## src/rtl/grf_scoreboard_if.sv

```systemverilog
// grf_scoreboard_if
// Groups the D-stage instruction description and the hazard decisions that
// flow between the pipeline control and the GRF scoreboard.
//   master : pipeline side, drives the D-stage fields, reads the decisions
//   slave  : scoreboard side, reads the D-stage fields, drives the decisions
// D fields : d_valid, d_rs, d_rt, d_tuse_rs, d_tuse_rt, d_dst, d_tnew,
//            d_md_start, d_md_div, d_md_use
// Decisions: stall, fwd_rs, fwd_rt (00 GRF, 01 M, 10 E), md_busy
interface grf_scoreboard_if;
  logic       d_valid;
  logic [4:0] d_rs;
  logic [4:0] d_rt;
  logic [1:0] d_tuse_rs;
  logic [1:0] d_tuse_rt;
  logic [4:0] d_dst;
  logic [1:0] d_tnew;
  logic       d_md_start;
  logic       d_md_div;
  logic       d_md_use;
  logic       stall;
  logic [1:0] fwd_rs;
  logic [1:0] fwd_rt;
  logic       md_busy;

  modport master (
    output d_valid, d_rs, d_rt, d_tuse_rs, d_tuse_rt, d_dst, d_tnew,
           d_md_start, d_md_div, d_md_use,
    input  stall, fwd_rs, fwd_rt, md_busy
  );

  modport slave (
    input  d_valid, d_rs, d_rt, d_tuse_rs, d_tuse_rt, d_dst, d_tnew,
           d_md_start, d_md_div, d_md_use,
    output stall, fwd_rs, fwd_rt, md_busy
  );
endinterface

```

## src/rtl/grf_scoreboard.sv

```systemverilog
// grf_scoreboard
// Hazard controller for the five-stage pipeline's register file. Tracks the
// destination register and remaining result latency (tnew) of the
// instructions in E, M and W, and the multiply/divide busy window. Each
// cycle it decides whether the D instruction stalls and where its rs/rt
// operands come from.
// Ports:
//   clk   : pipeline clock
//   reset : synchronous active-high, clears all slots and the md counter
//   bus   : grf_scoreboard_if.slave (D-stage fields in, stall/fwd/md_busy out)
module grf_scoreboard #(
  parameter int MULT_CYCLES = 5,
  parameter int DIV_CYCLES  = 10
) (
  input  logic            clk,
  input  logic            reset,
  grf_scoreboard_if.slave bus
);

  typedef struct packed {
    logic       valid;
    logic [4:0] dst;
    logic [1:0] tnew;
  } slot_t;

  slot_t      e_reg, m_reg, w_reg;
  logic [3:0] cnt_reg;

  logic [4:0] op_reg_num [2];
  logic [1:0] op_tuse    [2];
  logic       op_stall   [2];
  logic [1:0] op_fwd     [2];
  logic       stall_md;
  logic       accept;

  function automatic logic [1:0] sat_dec(input logic [1:0] t);
    return (t == 2'd0) ? 2'd0 : t - 2'd1;
  endfunction

  assign op_reg_num[0] = bus.d_rs;
  assign op_reg_num[1] = bus.d_rt;
  assign op_tuse[0]    = bus.d_tuse_rs;
  assign op_tuse[1]    = bus.d_tuse_rt;

  // Per-operand resolution: the youngest matching slot (E, then M, then W)
  // alone decides. A W match never forwards because the GRF bypasses it.
  for (genvar gi = 0; gi < 2; gi++) begin : g_operand
    always_comb begin
      logic       hit;
      logic [1:0] tn;
      logic [1:0] src;
      hit = 1'b0;
      tn  = 2'd0;
      src = 2'b00;
      op_stall[gi] = 1'b0;
      op_fwd[gi]   = 2'b00;
      if (op_tuse[gi] != 2'd3 && op_reg_num[gi] != 5'd0) begin
        if (e_reg.valid && e_reg.dst == op_reg_num[gi]) begin
          hit = 1'b1; tn = e_reg.tnew; src = 2'b10;
        end else if (m_reg.valid && m_reg.dst == op_reg_num[gi]) begin
          hit = 1'b1; tn = m_reg.tnew; src = 2'b01;
        end else if (w_reg.valid && w_reg.dst == op_reg_num[gi]) begin
          hit = 1'b1; tn = w_reg.tnew; src = 2'b00;
        end
        if (hit) begin
          op_stall[gi] = (tn > op_tuse[gi]);
          // A match still in flight (tn > 0) without a stall is picked up
          // later by the E/M forwarding of the downstream stages.
          op_fwd[gi]   = (tn == 2'd0) ? src : 2'b00;
        end
      end
    end
  end

  assign stall_md    = bus.d_valid & bus.d_md_use & (cnt_reg != 4'd0);
  assign bus.stall   = bus.d_valid & (op_stall[0] | op_stall[1] | stall_md);
  assign bus.fwd_rs  = op_fwd[0];
  assign bus.fwd_rt  = op_fwd[1];
  assign bus.md_busy = (cnt_reg != 4'd0);
  assign accept      = bus.d_valid & ~bus.stall;

  always_ff @(posedge clk) begin
    if (reset) begin
      e_reg   <= '0;
      m_reg   <= '0;
      w_reg   <= '0;
      cnt_reg <= 4'd0;
    end else begin
      w_reg <= '{valid: m_reg.valid, dst: m_reg.dst, tnew: sat_dec(m_reg.tnew)};
      m_reg <= '{valid: e_reg.valid, dst: e_reg.dst, tnew: sat_dec(e_reg.tnew)};
      // Writes to $0 are never tracked, so they can never match.
      if (accept && bus.d_dst != 5'd0)
        e_reg <= '{valid: 1'b1, dst: bus.d_dst, tnew: bus.d_tnew};
      else
        e_reg <= '0;

      if (accept && bus.d_md_start)
        cnt_reg <= bus.d_md_div ? 4'(DIV_CYCLES) : 4'(MULT_CYCLES);
      else if (cnt_reg != 4'd0)
        cnt_reg <= cnt_reg - 4'd1;
    end
  end

endmodule

```

## src/flat_wrapper.sv

```systemverilog
// flat-port wrapper written by rule: the top's interface ports become plain ports
module grf_scoreboard_flat 
#(
  parameter int MULT_CYCLES = 5,
  parameter int DIV_CYCLES  = 10
)
  (clk, reset, bus_d_valid, bus_d_rs, bus_d_rt, bus_d_tuse_rs, bus_d_tuse_rt, bus_d_dst, bus_d_tnew, bus_d_md_start, bus_d_md_div, bus_d_md_use, bus_stall, bus_fwd_rs, bus_fwd_rt, bus_md_busy);
  grf_scoreboard_if bus_i ();
  input  logic clk;
  input  logic reset;
  input wire logic [$bits(bus_i.d_valid)-1:0] bus_d_valid;
  input wire logic [$bits(bus_i.d_rs)-1:0] bus_d_rs;
  input wire logic [$bits(bus_i.d_rt)-1:0] bus_d_rt;
  input wire logic [$bits(bus_i.d_tuse_rs)-1:0] bus_d_tuse_rs;
  input wire logic [$bits(bus_i.d_tuse_rt)-1:0] bus_d_tuse_rt;
  input wire logic [$bits(bus_i.d_dst)-1:0] bus_d_dst;
  input wire logic [$bits(bus_i.d_tnew)-1:0] bus_d_tnew;
  input wire logic [$bits(bus_i.d_md_start)-1:0] bus_d_md_start;
  input wire logic [$bits(bus_i.d_md_div)-1:0] bus_d_md_div;
  input wire logic [$bits(bus_i.d_md_use)-1:0] bus_d_md_use;
  output wire logic [$bits(bus_i.stall)-1:0] bus_stall;
  output wire logic [$bits(bus_i.fwd_rs)-1:0] bus_fwd_rs;
  output wire logic [$bits(bus_i.fwd_rt)-1:0] bus_fwd_rt;
  output wire logic [$bits(bus_i.md_busy)-1:0] bus_md_busy;
  assign bus_i.d_valid = bus_d_valid;
  assign bus_i.d_rs = bus_d_rs;
  assign bus_i.d_rt = bus_d_rt;
  assign bus_i.d_tuse_rs = bus_d_tuse_rs;
  assign bus_i.d_tuse_rt = bus_d_tuse_rt;
  assign bus_i.d_dst = bus_d_dst;
  assign bus_i.d_tnew = bus_d_tnew;
  assign bus_i.d_md_start = bus_d_md_start;
  assign bus_i.d_md_div = bus_d_md_div;
  assign bus_i.d_md_use = bus_d_md_use;
  assign bus_stall = bus_i.stall;
  assign bus_fwd_rs = bus_i.fwd_rs;
  assign bus_fwd_rt = bus_i.fwd_rt;
  assign bus_md_busy = bus_i.md_busy;
  grf_scoreboard #(.MULT_CYCLES(MULT_CYCLES), .DIV_CYCLES(DIV_CYCLES)) u_core (.clk(clk), .reset(reset), .bus(bus_i));
endmodule
```

## config.mk

```make
export PLATFORM = sky130hd
export DESIGN_NAME = grf_scoreboard_flat
export DESIGN_NICKNAME = d
export VERILOG_FILES = /design/src/rtl/grf_scoreboard_if.sv /design/src/rtl/grf_scoreboard.sv /design/src/flat_wrapper.sv
export SDC_FILE = /design/constraint.sdc
export NUM_CORES = 1
export LEC_CHECK = 0
export BUFFER_PORTS_ARGS = -buffer_cell sky130_fd_sc_hd__clkbuf_2
export CAP_MARGIN = 25
export CORE_MARGIN = 1
export CORE_UTILIZATION = 30
export CTS_CLUSTER_SIZE = 40
export DETAILED_ROUTE_END_ITERATION = 8
export GPL_TIMING_DRIVEN = 0
export PLACE_DENSITY = 0.52
export SLEW_MARGIN = 20
export SYNTH_ARGS = -nofsm -noshare
export SYNTH_HDL_FRONTEND = slang
export SYNTH_SLANG_ARGS = --single-unit
```

## constraint.sdc

```tcl
create_clock -name clk -period 7.92 [get_ports clk]
set_input_delay 0.396 -clock clk [delete_from_list [all_inputs] [get_ports clk]]
set_output_delay 0.396 -clock clk [all_outputs]
set_load 0.03 [all_outputs]
```

; Yosys cells after proc, flatten, opt, wreduce, memory -nomap -nowiden
; Index checks and enable logic that the tools add are counted.
[totals]
reg_bits = 28
inputBits = 27
out_inout_bits = 6
word_cells = 87
[op_classes]
n_addsub = 3
n_lt_le_gt_ge = 2
n_eq_ne = 8
muxes = 34
bitwise = 8
reduce_logical = 22
[op_table]
columns = operator, count
row1 = $mux 2, 16
row2 = $eq 5x5->1, 6
row3 = $reduce_bool 5->1, 3
row4 = $mux 1, 14
row5 = $mux 4, 3
row6 = $logic_and 1x1->1, 10
row7 = $logic_not 2->1, 4
row8 = $mux 8, 1
row9 = $reduce_or 2->1, 3
row10 = $and 1x1->1, 4
row11 = $gt 2x2->1, 2
row12 = $ne 2x2->1 const B, 2
row13 = $reduce_bool 4->1, 1
row14 = $sub 2x1->2 const B, 2
row15 = $sub 4x1->4 const B, 1
row16 = $not 1->1, 2
row17 = $or 1x1->1, 2
row18 = $reduce_bool 2->1, 1

; Longest topological paths before layout
[logic_depth]
word_depth = 17
mapped_depth = 13
depth_no_buf = 13

; Least setup slack after synthesis
; Ideal clock, no wire load.
[synth_timing]
path_type = input to output
startpoint = input bus_d_rs[3]
endpoint = output bus_stall
arrival_time_ns = 2.652
slack_ns = 4.872
stages = 11
path_buffers = 0
cell_sequence = xor2_1 > nor4_1 > and3_2 > nor2b_1 > a221oi_1 > a21oi_1 > ha_1 > a211oi_1 > o31ai_4 > nand3_2 > and2_1
[synth_between]
elab_chain_len = 12
[synth_lines]
columns = item, line
row1 = from (decl), flat_wrapper.sv:12  ; input wire logic [$bits(bus_i.d_rs)-1:0] bus_d_rs;
row2 = $eq 5x5->1, grf_scoreboard.sv:62  ; end else if (w_reg.valid && w_reg.dst == op_reg_num[gi]) begin
row3 = $logic_and 1x1->1, grf_scoreboard.sv:62
row4 = $mux 2, grf_scoreboard.sv:62
row5 = $mux 2, grf_scoreboard.sv:60  ; end else if (m_reg.valid && m_reg.dst == op_reg_num[gi]) begin
row6 = $mux 2, grf_scoreboard.sv:58  ; if (e_reg.valid && e_reg.dst == op_reg_num[gi]) begin
row7 = $mux 2, grf_scoreboard.sv:57  ; if (op_tuse[gi] != 2'd3 && op_reg_num[gi] != 5'd0) begin
row8 = $gt 2x2->1, grf_scoreboard.sv:66  ; op_stall[gi] = (tn > op_tuse[gi]);
row9 = $mux 1, grf_scoreboard.sv:65  ; if (hit) begin
row10 = $mux 1 (*), grf_scoreboard.sv:57
row11 = $or 1x1->1 (*) (2 in series), grf_scoreboard.sv:76  ; assign bus.stall = bus.d_valid & (op_stall[0] | op_stall[1] | stall_md);
row12 = $and 1x1->1 (*), grf_scoreboard.sv:76
row13 = to (decl), flat_wrapper.sv:21  ; output wire logic [$bits(bus_i.stall)-1:0] bus_stall;
; Mark *: on every way between the ends. The rest lies on a longest branch, timed or not. The select of a mux whose other input is x is not followed.

; Final worst setup path
[layout_timing]
startpoint = register u_core.m_reg[4] (netlist bit)
endpoint = output bus_stall
[layout_between]
elab_chain_len = 11
[layout_lines]
columns = item, line
row1 = from (decl), grf_scoreboard.sv:26  ; slot_t e_reg, m_reg, w_reg;
row2 = from (signal assigned), grf_scoreboard.sv:90  ; m_reg <= '{valid: e_reg.valid, dst: e_reg.dst, tnew: sat_dec(e_reg.tnew)};
row3 = $eq 5x5->1, grf_scoreboard.sv:60
row4 = $logic_and 1x1->1, grf_scoreboard.sv:60
row5 = $mux 2, grf_scoreboard.sv:60
row6 = $mux 2, grf_scoreboard.sv:58
row7 = $mux 2, grf_scoreboard.sv:57
row8 = $gt 2x2->1, grf_scoreboard.sv:66
row9 = $mux 1, grf_scoreboard.sv:65
row10 = $mux 1, grf_scoreboard.sv:57
row11 = $or 1x1->1 (*) (2 in series), grf_scoreboard.sv:76
row12 = $and 1x1->1 (*), grf_scoreboard.sv:76
; Marked as above.

==> run_results.csv <==
group,metric,value,unit
status,outcome,"complete, no violations",
worst_setup_path,crit_start,"u_core.m_reg[4]",
global_route,grtUsageTotal,13.2,%
worst_setup_path,reg2regPathDepth,12,
layout,syn_to_final_growth,18.5,%
routing,ant_nets,0,
worst_setup_path,worstPathRequired,7520,ps
clocking,clockBufferDepth,2,
worst_setup_path,worstSetupStartpointType,"flop",
global_route,grt_pass1_wl,5.66,mm
clocking,cts_tree,"built",
routing,dr.pass1.iters,2,
layout,stdcell_count,286,
placement,place.port_buffers,32,
logic_synthesis,synth.avg_cell_area,9.10,sq um
worst_setup_path,crit_fanout,9,
clocking,cts_inserted_buffers,3,
logic_synthesis,netlist_area,1640,sq um
worst_setup_path,reg2reg_to,"u_core.cnt_reg[3]",
power_and_ir_drop,ir_drop,0.0000854,V
routing,vias,1268,
routing,drt-initial-drc-count,44,
global_route,grt_max_degree,16,
placement,dpl_cell_area,1890,sq um
hold_path,hold_depth,3,
logic_synthesis,synth_ff_type,"dfxtp_1",
die,initial_core_util,31.7,%
clocking,worstSkewPairLatency,270,ps
global_route,grt_pass1_vias,1191,
sta,maxClockFrequency,274,MHz
layout,final_core_util,37.5,%
logic_synthesis,synth-seq-area-share,34.2,%
layout,drive_gt1_share,24.1,%
clocking,cts_setup_buffers,0,
worst_setup_path,crit_end,"bus_stall",
power_and_ir_drop,power,379,uW
worst_setup_path,end_kind,"output port",
routing,drc,0,
placement,post-place-cells,282,
logic_synthesis,ys_ff_latch,28,
clocking,clkSlewWorstSetupHoldPaths,90,ps
sta,finalCritPeriodShare,46.1,%
placement,dp_slack,4370,ps
layout,postLayoutCellArea,1940,sq um
clocking,htree_levels,1,
sta,post-route-min-period,3650,ps
sta,fin_skew,4.49,ps
clocking,ctsRootBufferMaster,"clkbuf_8",
sta,relSlewSlack,68.7,%
sta,setup_ws,4270,ps
global_route,antenna_found_initial,0,
placement,place.gp.congestion,0.743,
logic_synthesis,synthArstFlopShare,0,%
sta,fin_hold_ws,321,ps
power_and_ir_drop,netSwitchingFraction,32.8,%
power_and_ir_drop,netSwitchingPower,124,uW
clocking,cts_sinks,28,
logic_synthesis,synthesis.instances,180,
die,ios,33,
logic_synthesis,ys_types,35,
hold_path,hp-class,"in2reg",
sta,drv_slew,0,
die,die_area,5760,sq um
routing,post_drt_via_cell_ratio,4.43,
logic_synthesis,yosysWarnings,0,
die,die_h,75.9,microns
sta,rsz0062_at_grt,"no",
worst_setup_path,reg2reg_from,"u_core.m_reg[4]",
die,rows,26,
die,core-area,5170,sq um
routing,wl_per_cell,12.3,microns
global_route,grt-ovfl-total,0,
worst_setup_path,criticalPathCategory,"reg2out",
logic_synthesis,synth_fp_nets,215,
job,max-cap-violations,0,
worst_setup_path,reg2reg_slack,4930,ps
clocking,cts.repair.resized,0,
sta,setup_viol,0,
logic_synthesis,synth_edf_count,0,
power_and_ir_drop,p_seq_share,44.9,%
layout,finalNetCount,252,
worst_setup_path,cp.arrival,3260,ps
sta,hold_violations,0,
clocking,postCtsHoldBufs,0,
die,die_x,75.9,microns
power_and_ir_drop,p_per_area,195,nW/um^2
sta,fin_setup_tns,0,ps
power_and_ir_drop,leakage,0.903,nW
power_and_ir_drop,clkPwrFrac,22.9,%
power_and_ir_drop,combPwrFrac,32.2,%
power_and_ir_drop,p_int,254,uW
routing,routed_wl,3.50,mm
layout,antenna_cells,0,
placement,dp_hpwl,2.90,mm
sta,worst_slew_pin_slew,470,ps
==> cell type report <==
type | count | area [sq um]
Clock buffer | 4 | 55.1
Sequential cell | 28 | 561
Multi-Input combinational cell | 131 | 982
Inverter | 17 | 63.8
Tap cell | 70 | 87.6
Buffer | 4 | 31.3
Timing Repair Buffer | 32 | 160
Fill cell | 552 | 3230
==> Yosys cell counts (2+ instances only) <==
cell type  instances  area, sq um
buf_6              2         22.5
or4_1              2         15.0
nor2_1             8         30.0
o31ai_4            2         42.5
inv_1             17         63.8
nor2b_1           14         87.6
mux2_2             3         33.8
and3_2             3         22.5
nor4_1             6         37.5
xor2_1            25          219
a211oi_1           3         22.5
nor3_1            15         75.1
a21oi_1            6         30.0
ha_1               8          100
and3_1             3         18.8
dfxtp_1           28          561
a221oi_1           4         35.0
nand2_1            6         22.5
nor4b_1            2         17.5
xnor2_1            7         61.3
o21ai_1            2         10.0
==> critical path, stage by stage (launching register included) <==
cell      delay [ps]
dfxtp_1          350
xor2_1           160
nor4_1           330
and3_2           320
nor2b_1           80
a221oi_1         250
a21oi_1           80
ha_1             300
a21oi_1           60
a211oi_1         320
o31ai_4          180
nand3_2          200
and2_1           160
clkbuf_2         200
==> power by group through the flow <==
stage	clock network [mW]	logic, mW	registers [mW]
after global routing	0.0940	0.138	0.172
after global placement	0	0.121	0.173
final	0.0866	0.122	0.170
after CTS	0.0881	0.124	0.170
after detailed placement	0	0.124	0.173
after floorplan	0	0.0928	0.169
==> cell families after synthesis <==
logic type | after synthesis | share of synthesized area (%)
multiplexers | 4 | 2.75
AO/OA/AOI/OAI | 20 | 10.1
flip-flops | 28 | 34.2
adder cells (fa/ha/maj) | 8 | 6.11
AND/OR/NAND/NOR | 67 | 23.9
XOR/XNOR | 32 | 17.1
buffers and inverters | 21 | 5.81
==> placed cells by master (no fill, tap or decap), types with 4 or more instances in the layout <==
master	count
nor2_1	8
a21oi_1	6
dfxtp_1	28
nor4_1	6
xnor2_1	7
nor3_1	15
ha_1	8
nand2_1	6
xor2_1	25
nor2b_1	14
inv_1	17
clkbuf_8	4
clkbuf_2	32
a221oi_1	4
==> worst min path at each step <==
stage | endpoint | from | slack [ps]
5_1_grt | u_core.e_reg[0] | bus_d_tnew[0] | 330
6_report | u_core.e_reg[0] | bus_d_tnew[0] | 320
3_3_place_gp | u_core.w_reg[7] | u_core.m_reg[7] | 470
2_1_floorplan | u_core.w_reg[7] | u_core.m_reg[7] | 440
3_5_place_dp | u_core.m_reg[7] | u_core.e_reg[7] | 470
4_1_cts | u_core.e_reg[0] | bus_d_tnew[0] | 330
==> per-layer routing <==
| layer | GRT usage [%] | up-vias | share of wire, % |
|---|---|---|---|
| li1 | - | 683 | - |
| met1 | 18.4 | 561 | 52 |
| met2 | 21.4 | 22 | 44 |
| met3 | 1.32 | 2 | 2.6 |
| met4 | 4.32 | 0 | 1.2 |
| met5 | 0 | - | 0 |
No activity file was read; power rests on OpenSTA's default activity.
